===== src/rtl/phy_rx_pkg.sv =====
// Shared definitions for the two-lane receive PHY: state codes, control symbols
// and the state-to-output decode used by the link controller.
package phy_rx_pkg;

  typedef enum logic [2:0] {
    ST_RST    = 3'd0,
    ST_REL0   = 3'd1,
    ST_REL1   = 3'd2,
    ST_TRAIN  = 3'd3,
    ST_ACTIVE = 3'd4,
    ST_ERROR  = 3'd5
  } state_e;

  localparam logic [7:0] SYM_COM     = 8'hBC;
  localparam logic [7:0] SYM_IDL     = 8'h7C;
  localparam logic [7:0] COM_SYM_DEF = SYM_COM;

  typedef struct packed {
    logic rst_lane_0;
    logic rst_lane_1;
    logic path_en;
    logic link_up;
  } link_out_t;

  function automatic link_out_t decode_outs(state_e s);
    link_out_t o;
    o = '0;
    case (s)
      ST_REL0:   o.rst_lane_0 = 1'b1;
      ST_REL1,
      ST_TRAIN:  begin o.rst_lane_0 = 1'b1; o.rst_lane_1 = 1'b1; end
      ST_ACTIVE: o = '1;
      default:   o = '0;
    endcase
    return o;
  endfunction

endpackage


===== src/rtl/phy_rx_sat_cnt.sv =====
// Clearable up-counter with optional saturation and a terminal-count compare.
module phy_rx_sat_cnt #(
  parameter int W = 4
) (
  input  logic         clk_2f,
  input  logic         reset,
  input  logic         clr,
  input  logic         inc,
  input  logic         sat,
  input  logic [W-1:0] last,
  output logic [W-1:0] cnt,
  output logic         tc
);

  always_ff @(posedge clk_2f) begin
    if (!reset || clr)              cnt <= '0;
    else if (inc && !(sat && &cnt)) cnt <= cnt + 1'b1;
  end

  assign tc = (cnt == last);

endmodule


===== src/rtl/phy_rx_link_ctrl.sv =====
// Link bring-up and supervision for the two-lane receive PHY: staggered lane
// reset release, COM training, lane-valid supervision and retrain on error.
module phy_rx_link_ctrl
  import phy_rx_pkg::*;
#(
  parameter logic [7:0] COM_SYM       = COM_SYM_DEF,
  parameter int         STAGGER       = 2,
  parameter int         TRAIN_COUNT   = 4,
  parameter int         TRAIN_TIMEOUT = 64,
  parameter int         MISMATCH_MAX  = 3,
  parameter int         HOLD          = 8
) (
  input  logic       clk_2f,
  input  logic       reset,
  input  logic [7:0] lane_0,
  input  logic [7:0] lane_1,
  input  logic       valid_0,
  input  logic       valid_1,
  output logic       rst_lane_0,
  output logic       rst_lane_1,
  output logic       path_en,
  output logic       link_up,
  output logic [2:0] state,
  output logic [7:0] retrain_cnt
);

  localparam int CW = 4;
  localparam int TW = 8;
  localparam int HW = 8;

  state_e    state_q, state_d;
  link_out_t outs_q;
  logic      phase, chg;
  logic      com_match, lane_mis, in_train, in_active, in_hold;
  logic      com_tc, tmo_tc, mis_tc, hs_tc, rc_tc;
  logic [CW-1:0] com_cnt, mis_cnt;
  logic [TW-1:0] tmo_cnt;
  logic [HW-1:0] hs_cnt, hs_last;

  assign com_match = valid_0 & valid_1 & (lane_0 == COM_SYM) & (lane_1 == COM_SYM);
  assign lane_mis  = valid_0 ^ valid_1;
  assign in_train  = (state_q == ST_TRAIN);
  assign in_active = (state_q == ST_ACTIVE);
  assign in_hold   = (state_q == ST_REL0) || (state_q == ST_ERROR);
  // REL0 lasts STAGGER+1 cycles (count 0..STAGGER); ERROR lasts exactly HOLD.
  assign hs_last   = (state_q == ST_REL0) ? HW'(STAGGER) : HW'(HOLD - 1);

  always_comb begin
    state_d = state_q;
    case (state_q)
      ST_RST:    state_d = ST_REL0;
      ST_REL0:   if (hs_tc) state_d = ST_REL1;
      ST_REL1:   state_d = ST_TRAIN;
      ST_TRAIN:  if (phase) begin
                   if (com_match && com_tc) state_d = ST_ACTIVE;
                   else if (tmo_tc)         state_d = ST_ERROR;
                 end
      ST_ACTIVE: if (phase && lane_mis && mis_tc) state_d = ST_ERROR;
      ST_ERROR:  if (hs_tc) state_d = ST_REL0;
      default:   state_d = ST_RST;
    endcase
  end

  assign chg = (state_d != state_q);

  always_ff @(posedge clk_2f) begin
    if (!reset) begin
      state_q <= ST_RST;
      phase   <= 1'b0;
      outs_q  <= '0;
    end else begin
      state_q <= state_d;
      phase   <= (state_q == ST_RST) ? 1'b0 : ~phase;
      outs_q  <= decode_outs(state_d);
    end
  end

  phy_rx_sat_cnt #(.W(CW)) u_com (
    .clk_2f(clk_2f), .reset(reset),
    .clr(chg | (phase & in_train & ~com_match)),
    .inc(phase & in_train & com_match), .sat(1'b1),
    .last(CW'(TRAIN_COUNT - 1)), .cnt(com_cnt), .tc(com_tc)
  );

  phy_rx_sat_cnt #(.W(TW)) u_tmo (
    .clk_2f(clk_2f), .reset(reset), .clr(chg),
    .inc(phase & in_train), .sat(1'b1),
    .last(TW'(TRAIN_TIMEOUT - 1)), .cnt(tmo_cnt), .tc(tmo_tc)
  );

  phy_rx_sat_cnt #(.W(CW)) u_mis (
    .clk_2f(clk_2f), .reset(reset),
    .clr(chg | (phase & in_active & ~lane_mis)),
    .inc(phase & in_active & lane_mis), .sat(1'b1),
    .last(CW'(MISMATCH_MAX - 1)), .cnt(mis_cnt), .tc(mis_tc)
  );

  phy_rx_sat_cnt #(.W(HW)) u_hs (
    .clk_2f(clk_2f), .reset(reset), .clr(chg),
    .inc(in_hold), .sat(1'b1),
    .last(hs_last), .cnt(hs_cnt), .tc(hs_tc)
  );

  phy_rx_sat_cnt #(.W(8)) u_rc (
    .clk_2f(clk_2f), .reset(reset), .clr(1'b0),
    .inc((state_d == ST_ERROR) && (state_q != ST_ERROR)), .sat(1'b1),
    .last(8'hFF), .cnt(retrain_cnt), .tc(rc_tc)
  );

  // Counter values are only consumed through their terminal-count compares.
  logic unused_cnt;
  assign unused_cnt = ^{com_cnt, mis_cnt, tmo_cnt, hs_cnt, rc_tc};

  assign state      = state_q;
  assign rst_lane_0 = outs_q.rst_lane_0;
  assign rst_lane_1 = outs_q.rst_lane_1;
  assign path_en    = outs_q.path_en;
  assign link_up    = outs_q.link_up;

endmodule


===== config.mk =====
export PLATFORM = sky130hd
export DESIGN_NAME = phy_rx_link_ctrl
export DESIGN_NICKNAME = d
export VERILOG_FILES = /design/src/rtl/phy_rx_pkg.sv /design/src/rtl/phy_rx_sat_cnt.sv /design/src/rtl/phy_rx_link_ctrl.sv
export SDC_FILE = /design/constraint.sdc
export NUM_CORES = 1
export LEC_CHECK = 0
export CAP_MARGIN = 10
export CORE_UTILIZATION = 40
export CTS_CLUSTER_DIAMETER = 30
export DETAILED_ROUTE_END_ITERATION = 10
export GPL_TIMING_DRIVEN = 0
export MAX_ROUTING_LAYER = met4
export SYNTH_ARGS = -nofsm -noshare
export SYNTH_HDL_FRONTEND = slang
export SYNTH_SLANG_ARGS = --single-unit
export TNS_END_PERCENT = 10

===== constraint.sdc =====
create_clock -name clk_2f -period 5.3 [get_ports clk_2f]
set_input_delay 1.06 -clock clk_2f [delete_from_list [all_inputs] [get_ports clk_2f]]
set_output_delay 1.06 -clock clk_2f [all_outputs]
set_load 0.02 [all_outputs]

==> run summary, run 1 <==
WORST SETUP PATH
--------------------------------------------------------------------------------------
Setup slack on the worst flop-to-flop path                                     2910 ps
Slowest cell on the critical path                                               or4b_4
Setup crit end kind                                                           register
Logic depth of the worst register-to-register path                                   7
Biggest fanout along the worst timing path                                          10
Launch point of the critical path                                              valid_0
Arrival time reported for the critical path endpoint                           3550 ps
Category of the most critical setup path                                  input pin to register
Highest cell delay on the worst timing path                                     540 ps
Startpoint Class                                                             input pin
Launching point of the worst reg2reg path                                 u_com.cnt[0]
Required arrival time at the worst endpoint                                    5520 ps
Cells along the critical path                                             clkdlybuf4s50_1 -> ha_1 -> nand3_1 -> or4b_4 -> o31ai_4 -> o22ai_2 -> buf_6 -> or4_1 -> a21oi_1
R2R Path End                                                               u_rc.cnt[5]

DIE
--------------------------------------------------------------------------------------
Starting density of the core                                                    0.4271
Overall die height                                                            73.95 um
IO Count                                                                            35
Core ar.                                                                      4848 um2
Total number of placement rows                                                      25
Die outline area                                                              5469 um2
Horizontal die dimension                                                      73.95 um

GLOBAL ROUTE
--------------------------------------------------------------------------------------
GRT Overall Usage                                                               0.1723
Largest net degree at the start of global routing                                   13
First-pass GRT wire length                                                     7079 um
Gr ovfl total                                                                        0
Antenna violations before repair                                                     0
Number of global-route vias before repair                                         1601

YOSYS
--------------------------------------------------------------------------------------
Cell taking the most area after synthesis                                      dfxtp_1
Post-synth top flop                                                            dfxtp_1
Top-area cell type share of the netlist area                                    0.3770
Average size of a mapped cell                                                8.557 um2
Most frequent cell after synthesis                                             dfxtp_1
Number of instances in the synthesized netlist                                     242
Distinct cell type count of the synthesized netlist                                 48
Leading cell types by total area after synthesis                          dfxtp_1, nor2_1, ha_1, xor2_1, nand3_1
Net count after synthesis                                                          269
Synthesis warning total                                                              0
Proportion of synthesized flip-flops having asynchronous set or reset                0
Combined area of all synthesized cells                                        2071 um2
Ranking of synthesized cells by instance count                            dfxtp_1, nor2_1, nand2_1, nand3_1
Proportion of synthesized chip area in sequential cells                         0.3770
Number of flip-flops and latches in the synthesized netlist                         39
Number of flops mapped to enable cells by yosys                                      0

TIMING
--------------------------------------------------------------------------------------
Relative max-transition margin                                                  0.5709
Aggregate negative setup slack                                                    0 ps
Setup-failing EPs final                                                              0
Pins over their slew limit                                                           0
Crit share post-route                                                           0.6294
Measured slew at the worst slew-check pin                                     634.7 ps
F_max                                                                        299.8 MHz
RSZ-0062 raised after global routing                                                no
Worst Skew                                                                    3.291 ps
Number of hold-slack violations in the final timing report                           0
Final critical path time including I/O delays and setup                        3336 ps

PLACED DESIGN
--------------------------------------------------------------------------------------
Port-buffer cells                                                                   34
Final GP Congestion                                                             0.7906
Placed wire-length estimate after detailed placement                           3165 um

CLOCKING
--------------------------------------------------------------------------------------
Max Root-Sink Buffers                                                                2
Cell chosen for the clock root                                                clkbuf_8
Clock slew at the register clock pins of the worst setup and hold paths          70 ps
Total clock sinks                                                                   39
Hold buffer count at CTS                                                             0
CTS H-Tree Depth                                                                     2
Clock insertion delay at the later pin of the skew report                       290 ps
Number of instances resized during post-cts repair                                   0
TritonCTS clock tree                                                              done
Number of buffers added by the clock tree synthesis step                             5
Total setup buffers inserted after CTS                                               0

ROUTING
--------------------------------------------------------------------------------------
DRC violation count after routing                                                    0
Routed via count divided by cell count                                           5.251
Number of DRC markers in iteration 0                                                86
DRT antenna net count                                                                0
Routed wirelength normalized by instance count                                12.10 um
Aggregate routed wire length                                                   4248 um
Total number of vias                                                              1843
Iteration count of the initial detailed-routing pass                                 4

LAYOUT
--------------------------------------------------------------------------------------
Antenna Diode Count                                                                  0
Syn-to-layout area delta                                                        24.53%
Nets                                                                               310
Ratio of cells with drive above 1 in the final layout                          0.06338

POWER AND IR DROP
--------------------------------------------------------------------------------------
P per Cell Area                                                           207.9 nW/um2
LEAKAGE                                                                      0.9149 nW
Worst vdd rail ir drop                                                      0.09413 mV
Total power of the final layout                                            0.0005360 W

HOLD PATH
--------------------------------------------------------------------------------------
Type of the worst min-delay path                                          register to register
Number of instances on the worst hold path                                           2
Worst Hold Path EP                                                         u_rc.cnt[6]
Startpoint of the most critical hold path                                  u_rc.cnt[6]

FLOW RUN
--------------------------------------------------------------------------------------
Max-Cap Viols                                                                        0

RUN STATUS
--------------------------------------------------------------------------------------
Status                                                                    finished clean

==> worst max path at each step <==
stage | to | slack [ps] | cells after the start
floorplan | u_rc.cnt[5] | 2280 | 8
global placement | u_rc.cnt[5] | 1680 | 9
detailed placement | u_rc.cnt[5] | 1670 | 9
CTS | u_rc.cnt[5] | 1970 | 9
global route | u_rc.cnt[5] | 1860 | 9
finish | u_rc.cnt[5] | 1960 | 9
==> cell usage in the layout, fill, tap and decap left out, types with 5 or more instances in the layout <==
master,netlist,layout
nor2b_1,6,6
nand2_1,17,17
ha_1,7,7
nor2_1,31,31
a21oi_1,7,7
clkdlybuf4s50_1,0,34
nand2b_1,6,6
o21ai_0,6,6
nand4_1,7,7
mux2i_1,7,7
clkbuf_1,5,5
xnor2_1,8,8
nor3_1,9,9
dfxtp_1,39,39
clkbuf_8,0,5
inv_1,7,7
xor2_1,9,9
nand3_1,15,15
nand4b_1,5,5
==> report_power, final <==
part | total (W) | internal [W] | switching (W) | leakage, nW
clock network | 0.000192 | 0.0000900 | 0.000102 | 0.0477
registers | 0.000298 | 0.000295 | 0.00000253 | 0.315
logic | 0.0000462 | 0.0000244 | 0.0000218 | 0.552
==> cell type report <==
type,instances,area (um2)
Buffer,10,52.55
Multi-Input combinational cell,186,1211
Fill cell,459,2270
Clock inverter,3,15.01
Sequential cell,39,780.7
Inverter,7,26.28
Timing Repair Buffer,34,340.3
Tap cell,67,83.83
Clock buffer,5,68.82
==> critical path, delay by kind of cell <==
family / cells / cell delay, ps
and+or+nand+nor: 3 / 1130
buffers and inverters: 2 / 610
AOI/OAI and AO/OA: 3 / 580
adders and majority gates: 1 / 170
==> stage by stage <==
stage | hold slack (ps) | setup WS, ps | cells | cell area, um2 | utilization
finish | 497.7 | 1964 | 351 | 2579 | 0.5319
global route | 521.5 | 1859 | 351 | 2579 | 0.5319
CTS | 504.8 | 1966 | 351 | 2579 | 0.5319
detailed placement | 494.5 | 1670 | 343 | 2495 | 0.5146
global placement | 487.6 | 1677 | 343 | 2495 | 0.5146
floorplan | 467.2 | 2278 | 242 | 2071 | -
==> flip-flops by register name, indices dropped and copies added (netlist names) <==
signal	cells
u_mis.cnt	4
u_hs.cnt	8
path_en	1
phase	1
u_com.cnt	4
rst_lane_1	1
u_tmo.cnt	8
u_rc.cnt	8
rst_lane_0	1
state	3
==> layer usage <==
| layer | part of all wire | vias up | track usage |
|---|---|---|---|
| met4 | 0.0087 | 0 | 0.06410 |
| met1 | 0.53 | 844 | 0.2272 |
| met2 | 0.43 | 40 | 0.2586 |
| met3 | 0.035 | 5 | 0.03659 |
| li1 | - | 954 | - |
| met5 | 0 | - | - |
==> cell families (layout without fill, tap and decap cells) <==
| group | Yosys count | in the layout | share of synthesized area |
|---|---|---|---|
| DFF | 39 | 39 | 0.3770 |
| AOI/OAI and AO/OA | 33 | 33 | 0.1166 |
| buffers and inverters | 17 | 59 | 0.03807 |
| and+or+nand+nor | 122 | 122 | 0.3202 |
| muxes | 7 | 7 | 0.03384 |
| adders and majority gates | 7 | 7 | 0.04229 |
| xor gates and xnor gates | 17 | 17 | 0.07191 |
No activity file was read; power rests on OpenSTA's default activity.
==> inputs of run 2 (changes only) <==
==> constraint.sdc (replaced) <==
create_clock -name clk_2f -period 3.4 [get_ports clk_2f]
set_input_delay 0.68 -clock clk_2f [delete_from_list [all_inputs] [get_ports clk_2f]]
set_output_delay 0.68 -clock clk_2f [all_outputs]
set_load 0.02 [all_outputs]
==> results of run 2 <==
The final DEF is identical to that of run 1. Status: finished clean.
Main changes from that run: setup slack after placement 1670 ps -> 150.1 ps; setup slack after layout 1964 ps -> 444.3 ps; register-to-register setup slack 2910 ps -> 1010 ps; total power 0.0005360 W -> 0.0008356 W; worst IR drop on VDD 0.09413 mV -> 0.1467 mV
==> inputs of run 3 (changes only) <==
--- a/config.mk
+++ b/config.mk
@@ -11,6 +11,7 @@
 export DETAILED_ROUTE_END_ITERATION = 10
 export GPL_TIMING_DRIVEN = 0
 export MAX_ROUTING_LAYER = met4
+export SKIP_LAST_GASP = 1
 export SYNTH_ARGS = -nofsm -noshare
 export SYNTH_HDL_FRONTEND = slang
 export SYNTH_SLANG_ARGS = --single-unit
==> results of run 3 <==
The final DEF is identical to that of run 1. Status: finished clean.
Main changes from that run: setup slack after placement 1670 ps -> 150.1 ps; setup slack after layout 1964 ps -> 444.3 ps; register-to-register setup slack 2910 ps -> 1010 ps; total power 0.0005360 W -> 0.0008356 W; worst IR drop on VDD 0.09413 mV -> 0.1467 mV
